[src/rtl/clockdivide_var.sv]
// Programmable glitch-free clock divider: 50% or single-pulse output, divisor
// reloaded only at period boundaries, drain-to-boundary stop, clk-domain tick.
module clockdivide_var #(
    parameter int unsigned WIDTH = 8
) (
    input  logic             clk,
    input  logic             reset,
    input  logic             enable,
    input  logic [WIDTH-1:0] div,
    input  logic             mode,
    output logic             clk_out,
    output logic             tick,
    output logic             active
);
    localparam int unsigned HW = WIDTH + 1;

    typedef enum logic [1:0] {
        IDLE  = 2'd0,
        RUN   = 2'd1,
        DRAIN = 2'd2
    } state_t;

    state_t           state, state_d;
    logic [WIDTH-1:0] cnt, cnt_d;
    logic [WIDTH-1:0] cur_div, cur_div_d;
    logic             cur_mode, cur_mode_d;
    logic             q_pos, q_pos_d;
    logic             q_neg;
    logic             run_gate;
    logic             byp_q, byp_q_d;
    logic             odd_q, odd_q_d;
    logic             tick_d, active_d;
    logic             bypass, wrap, load;
    logic [HW-1:0]    half;

    // Next-state, counter, boundary reload and registered-output decode
    always_comb begin
        state_d    = state;
        cur_div_d  = cur_div;
        cur_mode_d = cur_mode;
        load       = 1'b0;

        bypass = (cur_div < WIDTH'(2));
        wrap   = bypass || (cnt == (cur_div - WIDTH'(1)));
        half   = (HW'(cur_div) + HW'(1)) >> 1;

        case (state)
            IDLE: begin
                if (enable) begin
                    state_d = RUN;
                    load    = 1'b1;
                end
            end
            RUN: begin
                if (wrap) begin
                    if (enable) load = 1'b1;
                    else        state_d = IDLE;
                end else if (!enable) begin
                    state_d = DRAIN;
                end
            end
            DRAIN: begin
                if (enable) begin
                    state_d = RUN;
                    load    = wrap;
                end else if (wrap) begin
                    state_d = IDLE;
                end
            end
            default: state_d = IDLE;
        endcase

        cnt_d = ((state == IDLE) || wrap) ? '0 : (cnt + WIDTH'(1));
        if (load) begin
            cur_div_d  = div;
            cur_mode_d = mode;
        end

        // Output-side flags lag the counter by one cycle, so the bypass and
        // odd-duty selects travel with the period actually being emitted.
        q_pos_d  = (state != IDLE) && !bypass &&
                   (cur_mode ? (cnt == '0) : (HW'(cnt) < half));
        tick_d   = (state != IDLE) && (cnt == '0);
        byp_q_d  = (state != IDLE) && bypass;
        odd_q_d  = cur_div[0] && !cur_mode && !bypass;
        active_d = (state_d != IDLE);
    end

    always_ff @(posedge clk or negedge reset) begin
        if (!reset) begin
            state    <= IDLE;
            cnt      <= '0;
            cur_div  <= '0;
            cur_mode <= 1'b0;
            q_pos    <= 1'b0;
            tick     <= 1'b0;
            active   <= 1'b0;
            byp_q    <= 1'b0;
            odd_q    <= 1'b0;
        end else begin
            state    <= state_d;
            cnt      <= cnt_d;
            cur_div  <= cur_div_d;
            cur_mode <= cur_mode_d;
            q_pos    <= q_pos_d;
            tick     <= tick_d;
            active   <= active_d;
            byp_q    <= byp_q_d;
            odd_q    <= odd_q_d;
        end
    end

    // Half-cycle flops: odd-divisor duty correction and bypass clock gate
    always_ff @(negedge clk or negedge reset) begin
        if (!reset) begin
            q_neg    <= 1'b0;
            run_gate <= 1'b0;
        end else begin
            q_neg    <= q_pos;
            run_gate <= (state != IDLE);
        end
    end

    assign clk_out = byp_q ? (clk & run_gate) : (q_pos & (odd_q ? q_neg : 1'b1));

endmodule

[config.mk]
export PLATFORM = sky130hd
export DESIGN_NAME = clockdivide_var
export DESIGN_NICKNAME = d
export VERILOG_FILES = /design/src/rtl/clockdivide_var.sv
export SDC_FILE = /design/constraint.sdc
export NUM_CORES = 1
export LEC_CHECK = 0
export ABC_CLOCK_PERIOD_IN_PS = 6900
export BUFFER_PORTS_ARGS = -buffer_cell sky130_fd_sc_hd__buf_4
export CAP_MARGIN = 20
export CORE_ASPECT_RATIO = 1.5
export CORE_MARGIN = 5
export CORE_UTILIZATION = 63
export DETAILED_ROUTE_END_ITERATION = 12
export GPL_ROUTABILITY_DRIVEN = 0
export PLACE_DENSITY = 0.84
export REMOVE_ABC_BUFFERS = 1
export SETUP_SLACK_MARGIN = 0.05
export SYNTH_ARGS = -nofsm -noshare
export SYNTH_HDL_FRONTEND = slang
export SYNTH_SLANG_ARGS = --single-unit
export TNS_END_PERCENT = 10
[constraint.sdc]
create_clock -name clk -period 6.9 [get_ports clk]
set_input_delay 1.38 -clock clk [delete_from_list [all_inputs] [get_ports clk]]
set_output_delay 1.38 -clock clk [all_outputs]
set_load 0.01 [all_outputs]
==> impl.org <==
** Clock network
- TritonCTS clock tree :: done
- For this design, the CTS-stage hold fixing added 0 buffers.
- Clock-pin slew was measured on the worst setup and hold paths at 0.14 ns.
- Number of resized instances in the post-cts repair step :: 0
- Clock latency at the later pin of the worst-skew pair :: around 0.43 ns
- Buffers added to address setup during post-CTS repair amount to 0.

** Floorplanning
- The floorplan step set the die width to 51.8 µm.
- The die is between 70 and 80 µm tall.
- Total die area :: 3770 µm²
- Starting utilization of the core area :: between 60% and 70%
- Core region area :: between 2000 and 2500 µm²
- The floorplan has 22 rows.
- 15 I/O pins were placed.

** Timing
- Transition time at the pin with the least slew margin :: around 0.73 ns
- For the final database, setup skew stands at 0.00237 ns.
- Relative slew slack :: 51.0%
- Final hold violations :: 0
- Tightest hold margin :: slightly above 0.5 ns
- The number of pins exceeding their max-slew limit in the final report came to 0.
- Setup violations, final :: 0
- Final-layout setup total negative slack :: 0 ns
- RSZ-0062 raised after global routing :: false

** Detailed routing
- Sum of routed wire length over all layers :: between 3 and 4 mm
- Uppermost layer routed :: met4
- Once detail routing completed, the nets flagged for antenna violations numbered 0.
- Met1 Routed Length :: 1.35 mm
- Wire length on met2 :: 1.90 mm
- After detailed routing, the number of remaining DRC violations is 0.
- Detailed routing placed a total of around 160 µm of wire on met3.
- Per-cell routed wire length :: between 15 and 20 µm
- Vias :: roughly 1300
- Detailed-routing iteration count for the pre-antenna-repair pass :: 4
- The first routing iteration left just under 50 violations.
- Vias per inst :: between 6 and 7

** Setup path
- Maximum net fanout on the critical path :: 1
- Crit path DAT :: around 4.6 ns
- WS Path Type :: reg2out
- The largest individual stage delay along the critical path comes from the cell sky130_fd_sc_hd__dfrtn_1.
- The worst register-to-register path has a depth of 3.
- Count of buffering cells on the critical path with inverters included :: 1
- STA classifies the critical path endpoint as an output port.
- The worst setup path is launched from a flip-flop.
- The signal on the critical path passes through o21ai_0 > o21ai_0 > buf_4.
- Most used cell, CP :: sky130_fd_sc_hd__o21ai_0
- Among cell families on the critical path, the largest total delay comes from flip-flops.
- The worst register-to-register path begins at state[0]$_DFF_PN0_.
- Endpoint of the most critical register-to-register path :: run_gate$_DFF_NN0_
- At the worst endpoint, the required time is about 5.5 ns.
- The worst register-to-register path has a setup slack of ~2.3 ns.
- Biggest cell delay along the critical path :: 0.40 ns

** Synth
- Gate count after technology mapping :: roughly 170
- In this run the cell area of the synthesized design comes to between 1500 and 2000 µm².
- After synthesis, the largest area contributor takes up between 30% and 40% of total cell area.
- The synthesized netlist contains 32 unique library cells.
- Mean Syn Cell Area :: just under 10 µm²
- After synthesis the netlist holds a flip-flop and latch count of 26.
- Area leader, netlist :: sky130_fd_sc_hd__dfrtp_1
- For this run, the register share of the synthesized area comes to approximately 39%.
- Warnings from Yosys :: 0
- By area the synthesized netlist is led by sky130_fd_sc_hd__dfrtp_1 (36%), sky130_fd_sc_hd__ha_1 (11%), sky130_fd_sc_hd__xor2_1 (6.4%).

** GRT
- Wire length of the first global-routing pass :: slightly above 6 mm
- The initial antenna violation count came to 0.
- Aggregate global-route resource usage :: around 22%
- Entering global routing, the biggest net connects 27 pins.
- Global routing finished with a remaining overflow of 0.
- The via count of the first global-routing pass came to around 1300.

** Power and ir drop
- Power spread over the standard cell area amounts to between 400 and 500 nW/µm².
- Across the VDD grid, the largest voltage drop is slightly below 0.0003 V.
- Lkg Pwr :: between 0.0008 and 0.0009 µW

** Run status
- Result of the run :: completed

** Run
- The tool flagged a number of max-cap violations equal to 0.

** Place
- In this run the cell area measured after placement is roughly 1800 µm².
- Input and output buffers added on the ports amount to 14.
- The wire-length estimate of the detail-placed layout is approximately 2.6 mm.

** Finish
- In the final layout, the multi-input gates occupy between 900 and 1000 µm².
- Net count, final :: roughly 210
- Antenna diode instance count :: 0
- Sequential cell area :: about 650 µm²
- The finished cells cover 1830 µm².
- The filler cells instantiated in the layout total approximately 180.
- Fraction of layout instances using a drive strength above 1 :: a little under a fifth
- Growth of design area from synthesis to finish :: 10.9%

** Min path
- Along the worst hold path, the cell count comes to 1.
- Hold path start :: cur_mode$_DFFE_PN0P_
- Class of the tightest hold or removal check :: reg2reg
- For hold timing, the worst endpoint is odd_q$_DFF_PN0_.
## layer usage
metal / global-route usage (%) / up-vias
li1: - / 618
met1: 25.2 / 645
met2: 35.8 / 42
met3: 5.93 / 14
met4: 14.9 / 0
met5: 0 / -
## through the flow
step / power [µW] / instances / setup slack (ns) / util (%)
detailed placement: 668 / 200 / 1.36 / 71.0
CTS: 804 / 207 / 0.849 / 74.0
global route: 870 / 207 / 0.790 / 74.0
finish: 803 / 207 / 0.881 / 74.0
global placement: 639 / 200 / 1.38 / 71.0
floorplan: 564 / 162 / 1.37 / -
## worst reg2reg max path: cells and delay by family, from the launching register on
family	cells	cell delay [ns]
DFF	1	0.46
adders and majority gates	1	0.29
buffers and inverters	2	0.23
## worst max path at each step
stage	startpoint	end	slack (ns)	depth (start not counted)
finish	q_neg$_DFF_NN0_	clk_out	0.88	3
global route	q_neg$_DFF_NN0_	clk_out	0.79	3
CTS	q_neg$_DFF_NN0_	clk_out	0.85	3
detailed placement	q_neg$_DFF_NN0_	clk_out	1.36	3
global placement	q_neg$_DFF_NN0_	clk_out	1.38	3
floorplan	q_neg$_DFF_NN0_	clk_out	1.37	2
## cell usage after synthesis
library cell and count:
sky130_fd_sc_hd__dfrtp_1 24, sky130_fd_sc_hd__ha_1 15, sky130_fd_sc_hd__nand3_1 13, sky130_fd_sc_hd__nor2_1 12, sky130_fd_sc_hd__xor2_1 12, sky130_fd_sc_hd__inv_1 11
sky130_fd_sc_hd__o21ai_0 10, sky130_fd_sc_hd__xnor2_1 10, sky130_fd_sc_hd__mux2_2 9, sky130_fd_sc_hd__a21oi_1 6, sky130_fd_sc_hd__nand2_1 6, sky130_fd_sc_hd__and3_1 5
sky130_fd_sc_hd__clkbuf_1 5, sky130_fd_sc_hd__nor3_1 4, sky130_fd_sc_hd__a21o_1 3, sky130_fd_sc_hd__or4_1 3, sky130_fd_sc_hd__a31oi_1 2, sky130_fd_sc_hd__dfrtn_1 2
sky130_fd_sc_hd__nand4_1 2, sky130_fd_sc_hd__nor4_1 2, sky130_fd_sc_hd__a2111oi_2 1, sky130_fd_sc_hd__a211oi_1 1, sky130_fd_sc_hd__a21oi_4 1, sky130_fd_sc_hd__and4_1 1
sky130_fd_sc_hd__buf_6 1, sky130_fd_sc_hd__nand2b_1 1, sky130_fd_sc_hd__nand4_2 1, sky130_fd_sc_hd__o211ai_1 1, sky130_fd_sc_hd__o21a_1 1, sky130_fd_sc_hd__o21bai_1 1
sky130_fd_sc_hd__o41ai_1 1, sky130_fd_sc_hd__or3_1 1
## registers in the layout (all words and copies together) (netlist names)
signal    count
q_pos         1
odd_q         1
active        1
q_neg         1
byp_q         1
state         2
run_gate      1
cur_mode      1
cnt           8
tick          1
cur_div       8
## cells in the final DEF, fill, tap and decap left out, types with 3 or more instances in the layout
cell type,n
sky130_fd_sc_hd__inv_1,11
sky130_fd_sc_hd__xor2_1,12
sky130_fd_sc_hd__and3_1,5
sky130_fd_sc_hd__dfrtp_1,24
sky130_fd_sc_hd__mux2_2,9
sky130_fd_sc_hd__clkbuf_4,6
sky130_fd_sc_hd__a21o_1,3
sky130_fd_sc_hd__buf_4,14
sky130_fd_sc_hd__o21ai_0,10
sky130_fd_sc_hd__nor2_1,12
sky130_fd_sc_hd__nand3_1,13
sky130_fd_sc_hd__a21oi_1,6
sky130_fd_sc_hd__ha_1,15
sky130_fd_sc_hd__or4_1,3
sky130_fd_sc_hd__xnor2_1,10
sky130_fd_sc_hd__nor3_1,4
sky130_fd_sc_hd__nand2_1,6
## power breakdown
part / internal (µW) / switching, µW / total [µW]
combinational: 177 / 188 / 365
clock: 82.7 / 53.8 / 136
sequential: 210 / 90.7 / 301
## final cells by class
| class | instances | share of cell area, % |
|---|---|---|
| tap | 24 | 1.64 |
| clock buffer | 7 | 2.86 |
| inverter | 11 | 2.25 |
| timing repair buffer | 13 | 5.32 |
| sequential | 26 | 35.5 |
| clock inverter | 1 | 1.64 |
| multi-input combinational | 125 | 50.8 |
## logic make-up (layout without fill, tap and decap cells)
| family | Yosys count | count (layout) | share of synthesized area (%) |
|---|---|---|---|
| muxes | 9 | 9 | 6.13 |
| xor gates and xnor gates | 22 | 22 | 11.6 |
| buffers and inverters | 17 | 32 | 4.31 |
| adders and majority gates | 15 | 15 | 11.3 |
| and+or+nand+nor | 51 | 51 | 16.0 |
| DFF | 26 | 26 | 39.3 |
| AOI/OAI and AO/OA | 28 | 28 | 11.2 |
No activity file was read; power rests on OpenSTA's default activity.
